`config.mk`:
```
export PLATFORM = sky130hd
export DESIGN_NAME = piso_frame_feeder
export DESIGN_NICKNAME = d
export VERILOG_FILES = /design/src/rtl/piso_frame_feeder.sv
export SDC_FILE = /design/constraint.sdc
export NUM_CORES = 1
export LEC_CHECK = 0
export CAP_MARGIN = 20
export CORE_AREA = 2 2 39 41
export CTS_CLUSTER_DIAMETER = 30
export DETAILED_ROUTE_END_ITERATION = 7
export DIE_AREA = 0 0 41 43
export MAX_ROUTING_LAYER = met4
export PLACE_DENSITY = 0.71
export SYNTH_ARGS = -nofsm -noshare
export SYNTH_HDL_FRONTEND = slang
export SYNTH_SLANG_ARGS = --single-unit
```
`constraint.sdc`:
```
create_clock -name clk -period 1.35 [get_ports clk]
set_input_delay 0.3375 -clock clk [delete_from_list [all_inputs] [get_ports clk]]
set_output_delay 0.3375 -clock clk [all_outputs]
set_load 0.05 [all_outputs]
```
`src/rtl/piso_frame_feeder.sv`:
```
// Parallel-in serial-out frame feeder: accepts an N-bit word plus direction over
// valid/ready and streams it one bit per clock, with stall and a done pulse.
module piso_frame_feeder #(
    parameter int N = 4
) (
    input  logic         clk,
    input  logic         rst,
    input  logic         load_valid,
    output logic         load_ready,
    input  logic [N-1:0] load_data,
    input  logic         load_dir,
    input  logic         stall,
    output logic         ser_data,
    output logic         ser_mode,
    output logic         ser_valid,
    output logic         busy,
    output logic         done
);

    // state | meaning
    // IDLE  | waiting for a word, load_ready high
    // SHIFT | presenting bit idx of the captured word
    // DONE  | one-cycle completion pulse
    localparam int CW = (N > 1) ? $clog2(N) : 1;
    localparam logic [CW-1:0] LAST = CW'(N - 1);

    typedef enum logic [1:0] {
        IDLE  = 2'd0,
        SHIFT = 2'd1,
        DONE  = 2'd2
    } state_t;

    state_t          state_q;
    state_t          state_d;
    logic [N-1:0]    shreg_q;
    logic [CW-1:0]   idx_q;
    logic [CW-1:0]   idx_d;
    logic            dir_q;
    logic [CW-1:0]   bit_sel;

    always_ff @(posedge clk) begin
        if (rst) begin
            state_q <= IDLE;
            shreg_q <= '0;
            idx_q   <= '0;
            dir_q   <= 1'b0;
        end else begin
            state_q <= state_d;
            idx_q   <= idx_d;
            if (state_q == IDLE && load_valid) begin
                shreg_q <= load_data;
                dir_q   <= load_dir;
            end
        end
    end

    always_comb begin
        state_d = state_q;
        idx_d   = idx_q;
        case (state_q)
            IDLE: begin
                if (load_valid) begin
                    state_d = SHIFT;
                    idx_d   = '0;
                end
            end
            SHIFT: begin
                if (!stall) begin
                    if (idx_q == LAST) begin
                        state_d = DONE;
                    end else begin
                        idx_d = idx_q + CW'(1);
                    end
                end
            end
            DONE: begin
                state_d = IDLE;
            end
            default: begin
                state_d = IDLE;
                idx_d   = '0;
            end
        endcase
    end

    // LSB-first walks idx upward; MSB-first mirrors it from the top bit.
    assign bit_sel    = dir_q ? idx_q : (LAST - idx_q);
    assign ser_valid  = (state_q == SHIFT);
    assign ser_data   = ser_valid & shreg_q[bit_sel];
    assign ser_mode   = dir_q;
    assign load_ready = (state_q == IDLE);
    assign busy       = (state_q != IDLE);
    assign done       = (state_q == DONE);

endmodule

```
Yosys cells after proc, flatten, opt, wreduce, memory -nomap -nowiden
Index checks and enable logic that the tools add are counted.
{ "word_totals": {"register_bits": 9, "latch_bits": 0, "mem_bits_rw": 0, "romBits": 0, "inputBits": 9, "out_inout_bits": 6, "word_cells": 32, "memories": 0} }
{ "op_classes": {"add_sub_neg": 2, "n_mul": 0, "n_div": 0, "n_lt_le_gt_ge": 1, "n_eq_ne": 7, "shifts": 0, "mux": 11, "n_bitwise": 2, "n_reduce_logical": 5} }
{ "ops": {"columns": ["op", "count"], "rows": [
  ["$mux W2", 7],
  ["$ne A2 B2 Y1 const B", 3],
  ["$pmux W2 S3", 1],
  ["$eq A2 B2 Y1 const B", 2],
  ["$pmux W2 S2", 1],
  ["$reduce_and A4 Y1", 1],
  ["$lt A2 B3 Y1 const B", 1],
  ["$reduce_and A3 Y1", 1],
  ["$add A2 B1 Y2 const B", 1],
  ["$bmux W1 S2", 1],
  ["$eq A2 B1 Y1 const B", 1],
  ["$logic_not A2 Y1", 1],
  ["$ne A2 B1 Y1 const B", 1],
  ["$reduce_bool A2 Y1", 1],
  ["$sub A2 B2 Y2 const A", 1],
  ["$and A1 B1 Y1", 1],
  ["$logic_and A1 B1 Y1", 1],
  ["$mux W1", 1],
  ["$not A1 Y1", 1]
]} }

Longest topological paths before layout
Gate-level depths: netlist (run 1).
{ "logic_depth": {"word_depth": 5, "mapped_depth": 4, "ltp_nobuf": 4} }

Least setup slack after synthesis (run 1)
Ideal clock, no wire load.
{ "synth_timing": {"path_kind": "register to output", "startpoint": "register dir_q (netlist: ser_mode)", "endpoint": "output port ser_data", "arrival_ns": 2.072, "path_slack_ns": -1.059, "stages_incl_launch_ff": 4, "cell_sequence": "dfxtp_1 -> mux4_2 -> nor2_1 -> nor3_1"} }
{ "synth_via": {"elab_chain_len": 4} }
{ "synth_lines": {"columns": ["element", "line_no", "source"], "rows": [
  ["from (decl)", "38", "logic dir_q;"],
  ["from (signal assigned)", "52", "dir_q <= load_dir;"],
  ["$mux W2", "87", "assign bit_sel = dir_q ? idx_q : (LAST - idx_q);"],
  ["$bmux W1 S2", "89", "assign ser_data = ser_valid & shreg_q[bit_sel];"],
  ["$mux W1 (not written as such)", "89", null],
  ["$and A1 B1 Y1", "89", null],
  ["to (decl)", "13", "output logic ser_data,"]
]} }
No other way between the ends. The select of a mux whose other input is x is not followed.

Worst setup path after layout (run 1)
{ "layout_timing": {"startpoint": "register idx_q[0]", "endpoint": "output port ser_data"} }
{ "layout_via": {"elab_chain_len": 5} }
{ "layout_lines": {"columns": ["element", "line_no", "source"], "rows": [
  ["from (decl)", "36", "logic [CW-1:0] idx_q;"],
  ["from (signal assigned)", "49", "idx_q <= idx_d;"],
  ["$sub A2 B2 Y2", "87", null],
  ["$mux W2 (*)", "87", null],
  ["$bmux W1 S2 (*)", "89", null],
  ["$mux W1 (not written as such) (*)", "89", null],
  ["$and A1 B1 Y1 (*)", "89", null]
]} }
Mark *: on every way between the ends. The rest lies on a longest branch, timed or not. The select of a mux whose other input is x is not followed.

==> run_results.csv, run 1 <==
group,metric,value,unit
power_and_ir_drop,ir_drop,0.410,mV
grt,antenna_found_initial,0,
outcome,failed_checks,"negative setup slack",
placed_design,place_ws,-0.322,ns
clocking,clk_pin_slew,0.06,ns
final_layout,final_cell_mix,"clkdlybuf4s50_1 (8), buf_4 (8)",
flow_run,maxCapViolations,0,
clocking,cts_buffers,3,
power_and_ir_drop,p_sw,0.200,mW
sta,setup_tns,-1.34,ns
synthesis,synth_area,484,µm²
setup_path,critPathArrivalTime,1.48,ns
clocking,htreeDepth,1,
power_and_ir_drop,seq_power_share,40.8,%
floorplanning,placementRows,14,
setup_path,cp_max_fo,4,
placed_design,io_buffers,14,
synthesis,netlist.area_leader.share,37.2,%
floorplanning,initial_core_util,35.0,%
setup_path,start_kind,"flip-flop",
final_layout,design_area,885,µm²
drt,routed_wl,1.22,mm
final_layout,fin_util,63.9,%
synthesis,yosysUniqueCellTypes,27,
floorplanning,die_y,43,µm
clocking,clk_latency,0.26,ns
floorplanning,die_width,41,µm
grt,grt-ovfl-total,0,
placed_design,gp_congestion,0.705,
sta,rsz0062_at_grt,"true",
final_layout,diodes,0,
grt,grt_pass1_wl,2.14,mm
drt,routed_via_density,5.06,
floorplanning,io_pins,15,
drt,num_vias,471,
synthesis,synth_area_leaders,"dfxtp_1 (37%), mux2i_1 (10%), mux2_2 (4.7%)",
final_layout,final_layout_size_suffix_gt1_share,55.8,%
placed_design,postPlaceCellArea,772,µm²
placed_design,place_inst,87,
outcome,status,"finished with violations",
final_layout,fillers,117,
power_and_ir_drop,power_density,798,nW/µm²
grt,grt_max_degree,10,
synthesis,ys_warn_count,0,
sta,setup_violations,7,
power_and_ir_drop,switching_share,28.3,%
sta,fin_skew,0.00541,ns
grt,track_usage,18.8,%
floorplanning,die_area,1760,µm²
grt,grt_pass1_vias,451,
setup_path,path_class,"flip-flop to output port",
placed_design,dpl.hpwl,901,µm
setup_path,crit_required,1.01,ns
drt,wl_per_cell,13.1,µm
final_layout,nNetsFinal,88,
floorplanning,fp.coreArea,1380,µm²
final_layout,area_growth,82.7,%
power_and_ir_drop,p_total,0.706,mW
synthesis,seq_area_frac_synth,37.2,%
power_and_ir_drop,p_int,0.506,mW
clocking,cts_root_buf,"clkbuf_4",
drt,drt-initial-drc-count,4,
sta,final_hold_viol_count,0,
synthesis,yosys.area.top_type,"dfxtp_1",
synthesis,synth_seq_cells,9,
drt,postRouteAntennaNets,0,
setup_path,end_kind,"output port",
sta,setup_ws,-0.466,ns
sta,tightest_slew,0.363,ns
power_and_ir_drop,clockPowerShare,29.6,%
drt,firstDrtPassIters,4,
sta,fin_hold_ws,0.458,ns
clocking,cts_tree,"built",
drt,drc,0,
sta,fin_crit_sh,135,%
sta,fmax,551,MHz
clocking,clockBufferDepth,2,
sta,min_period,1.82,ns
min_path,hold_class,"flip-flop to flip-flop",
final_layout,fin_cells,93,
synthesis,syn_avg_cell_area,9.88,µm²
clocking,postCtsHoldBufs,0,
synthesis,netlist_instances,49,
power_and_ir_drop,p_comb_share,29.7,%
clocking,cts_sinks,9,
sta,drv_slew,0,
sta,max_slew_margin,75.7,%
power_and_ir_drop,cellLeakagePower,0.355,nW
synthesis,syn-num-nets,59,
## cells in the mapped netlist
cell type and n:
a21oi_1 2, buf_6 1, clkbuf_1 1, dfxtp_1 9, ha_1 1, inv_1 2
inv_2 1, mux2_2 2, mux2i_1 5, mux4_2 1, nand2_1 1, nand2b_1 1
nand3b_1 1, nor2_1 6, nor2b_1 1, nor3_1 2, nor3b_2 1, nor4b_1 1
o211ai_1 2, o21ai_0 1, o21ba_4 1, o22ai_1 1, or2_2 1, or2b_1 1
or3b_2 1, or4_1 1, or4b_1 1
## cell type report
type,instances,area (µm²),area share (%)
multi-input combinational,35,334,37.8
clock buffer,4,26.3,2.97
timing repair buffer,26,297,33.5
tap,16,20.0,2.26
sequential,9,193,21.8
inverter,3,15.0,1.70
## cell families (layout without fill, tap and decap cells)
family          after synthesis  in the layout  synth area share [%]
fa+ha+maj                     1              1                  2.58
flops                         9              9                  37.2
buf+inv                       5             33                  5.43
compound gates                7              7                  10.9
mux                           8              8                  19.6
simple gates                 19             19                  24.3
## sequential cells by signal, indices dropped and copies added (netlist names)
name / cells
ser_mode: 1
idx_q: 2
shreg_q: 4
state_q: 2
## routing by layer
layer / GRT usage (%) / wire length [µm]
met1: 21.5 / 498
met5: - / 0
met2: 28.4 / 624
met4: 6.00 / 41
met3: 8.38 / 57
## repair_timing
item | in CTS | in global routing
resized for setup | 16 | 5
endpoints found under the setup margin | 7 | 11
buffers inserted | 0 | 3
pin swaps | 2 | 3
gates cloned | 0 | 0
## power by group through the flow
stage	sequential, mW	clock, mW	combinational [mW]
CTS	0.290	0.221	0.204
global placement	0.294	0	0.185
global route	0.289	0.233	0.225
finish	0.288	0.209	0.209
detailed placement	0.296	0	0.188
floorplan	0.302	0	0.0875
## worst paths after layout
kind	start	to	slack, ns	depth (start not counted)
setup / recovery	idx_q[0]	ser_data	-0.47	4
hold / removal	state_q[1]	state_q[0]	0.46	1
setup reg to reg	idx_q[0]	idx_q[1]	-0.20	5
hold reg to reg	state_q[1]	state_q[0]	0.46	1
## critical path, cell delays in order, from the launching register on
cell	delay, ns
dfxtp_4	0.37
mux4_2	0.53
nor2_4	0.12
nor3_4	0.05
buf_6	0.15
Note: power is estimated with default switching activity, not from simulation.
==> run 2: changes to the inputs <==
--- a/config.mk
+++ b/config.mk
@@ -5,13 +5,15 @@
 export SDC_FILE = /design/constraint.sdc
 export NUM_CORES = 1
 export LEC_CHECK = 0
+export ABC_AREA = 1
 export CAP_MARGIN = 20
 export CORE_AREA = 2 2 39 41
 export CTS_CLUSTER_DIAMETER = 30
 export DETAILED_ROUTE_END_ITERATION = 7
 export DIE_AREA = 0 0 41 43
+export DONT_BUFFER_PORTS = 1
 export MAX_ROUTING_LAYER = met4
-export PLACE_DENSITY = 0.71
+export PLACE_DENSITY = 0.55
 export SYNTH_ARGS = -nofsm -noshare
 export SYNTH_HDL_FRONTEND = slang
 export SYNTH_SLANG_ARGS = --single-unit
==> run 2 against run 1 <==
The run still ends with negative setup slack left. Global-route usage is 4.0 points lower. Fmax is 13% higher. Non-clock buffer count is 12 lower. Synthesized cell count is 47% higher. Flip-flop and latch count stayed put. Count of clock-buffer cells in the layout stayed put. Critical path type unchanged.
==> run_results.csv, run 2 <==
group,metric,value,unit
outcome,status,"finished with violations",
outcome,failed_checks,"negative setup slack",
grt,track_usage,14.8,%
clocking,cts_tree,"built",
placed_design,dpl.hpwl,780,µm
synthesis,synth_area,464,µm²
floorplanning,die_width,41,µm
grt,antenna_found_initial,0,
floorplanning,fp.coreArea,1380,µm²
clocking,clk_pin_slew,0.06,ns
placed_design,io_buffers,0,
placed_design,place_inst,98,
setup_path,end_kind,"output port",
min_path,hold_class,"input port to flip-flop",
final_layout,area_growth,56.3,%
sta,setup_violations,3,
synthesis,ys.flop_type,"dfxtp_1",
synthesis,yosys-top-cells-count,"nand2_1 (16), nor2_1 (12), inv_1 (10)",
drt,postRouteAntennaNets,0,
synthesis,seq_area_frac_synth,38.8,%
synthesis,synth_edf_count,0,
setup_path,critPathArrivalTime,1.27,ns
grt,grt_pass1_wl,1.65,mm
grt,grt_max_degree,9,
setup_path,start_kind,"flip-flop",
synthesis,synth.most_common_cell,"nand2_1",
sta,rsz0062_at_grt,"true",
clocking,htreeDepth,1,
clocking,clockBufferDepth,2,
final_layout,final_cell_mix,"nand2_1 (12), nor2_1 (12), buf_4 (9)",
flow_run,maxCapViolations,0,
clocking,cts_sinks,9,
setup_path,path_class,"flip-flop to output port",
final_layout,final_layout_size_suffix_gt1_share,43.3,%
clocking,cts_buffers,3,
drt,routed_via_density,4.53,
final_layout,diodes,0,
final_layout,nNetsFinal,101,
sta,setup_tns,-0.304,ns
grt,grt-ovfl-total,0,
final_layout,design_area,726,µm²
synthesis,syn-num-nets,82,
synthesis,yosysUniqueCellTypes,15,
synthesis,syn_avg_cell_area,6.45,µm²
setup_path,cp_max_fo,5,
floorplanning,die_area,1760,µm²
sta,setup_ws,-0.260,ns
floorplanning,initial_core_util,33.5,%
final_layout,fin_util,52.4,%
final_layout,top_register,"shreg_q",
final_layout,largest_register_ffs,4,
synthesis,netlist.area_leader.share,38.8,%
placed_design,postPlaceCellArea,607,µm²
drt,routed_wl,1.09,mm
sta,fin_crit_sh,119,%
sta,fin_skew,0.00444,ns
sta,min_period,1.61,ns
placed_design,gp_congestion,0.722,
sta,fmax,621,MHz
drt,wl_per_cell,10.3,µm
power_and_ir_drop,power_density,1140,nW/µm²
floorplanning,die_y,43,µm
power_and_ir_drop,ir_drop,0.569,mV
final_layout,fin_cells,106,
setup_path,crit_required,1.01,ns
sta,max_slew_margin,87.1,%
clocking,postCtsHoldBufs,0,
power_and_ir_drop,cellLeakagePower,0.352,nW
floorplanning,io_pins,15,
floorplanning,placementRows,14,
drt,firstDrtPassIters,4,
sta,final_hold_viol_count,0,
final_layout,fillers,132,
placed_design,place_ws,-0.0165,ns
power_and_ir_drop,p_total,0.830,mW
synthesis,yosys.area.top_type,"dfxtp_1",
synthesis,async_flop_share,0,%
synthesis,synth_seq_cells,9,
sta,drv_slew,0,
drt,drc,0,
synthesis,netlist_instances,72,
sta,fin_hold_ws,0.134,ns
drt,num_vias,480,
synthesis,synth_area_leaders,"dfxtp_1 (39%), nand2_1 (13%), nor2_1 (9.7%)",
final_layout,reg_top3,"shreg_q: 4 flops, idx_q: 2 flops, state_q: 2 flops",
grt,grt_pass1_vias,413,
drt,drt-initial-drc-count,9,
clocking,clk_latency,0.26,ns
synthesis,ys_warn_count,0,
clocking,cts_root_buf,"clkbuf_4",
sta,tightest_slew,0.193,ns
run 2: per-layer routing:
layer / vias to the layer above / global-route usage [%] / share of wire [%]
li1: 261 / - / -
met1: 199 / 16.7 / 44
met2: 16 / 20.9 / 48
met3: 4 / 5.24 / 6.3
met4: 0 / 10.0 / 2.1
met5: - / - / 0
run 2: worst max-delay path: stages, from the launching register on:
cell      delay [ns]
dfxtp_4         0.37
inv_4           0.07
nand2_2         0.05
nand3b_1        0.10
nand3_2         0.09
a21oi_4         0.18
buf_12          0.15
run 2: path summary, 6_finish.rpt:
path,from,to,slack [ns],cells past startpoint
setup / recovery,ser_mode,ser_data,-0.26,6
hold / removal,rst,state_q[0],0.13,1
setup reg to reg,state_q[0],ser_mode,0.08,7
hold reg to reg,shreg_q[2],shreg_q[2],0.46,2
run 2: cells by family (layout without fill, tap and decap cells):
logic type | Yosys count | in the layout | synth area share [%]
flops | 9 | 9 | 38.8
compound gates | 9 | 9 | 9.70
simple gates | 40 | 40 | 37.2
buf+inv | 12 | 30 | 9.70
xor+xnor | 1 | 1 | 1.89
fa+ha+maj | 1 | 1 | 2.69
run 2: power breakdown:
group / switching (mW) / total (mW) / leakage, nW / internal (mW)
clock: 0.0971 / 0.211 / 0.0150 / 0.114
combinational: 0.174 / 0.306 / 0.260 / 0.131
sequential: 0.0238 / 0.313 / 0.0764 / 0.289
run 2: repair_timing:
action                                  in CTS  in global routing
setup buffers                                2                  2
endpoints found under the setup margin       4                  6
gates resized for setup                     17                  6
pin swaps                                    6                  4
run 2: layout make-up:
class                           instances  area (µm²)  area share (%)
Tap cell                               16        20.0            2.76
Clock buffer                            4        26.3            3.62
Inverter                               12        47.5            6.55
Multi-Input combinational cell         51         293            40.3
Sequential cell                         9         190            26.2
Timing Repair Buffer                   14         149            20.5
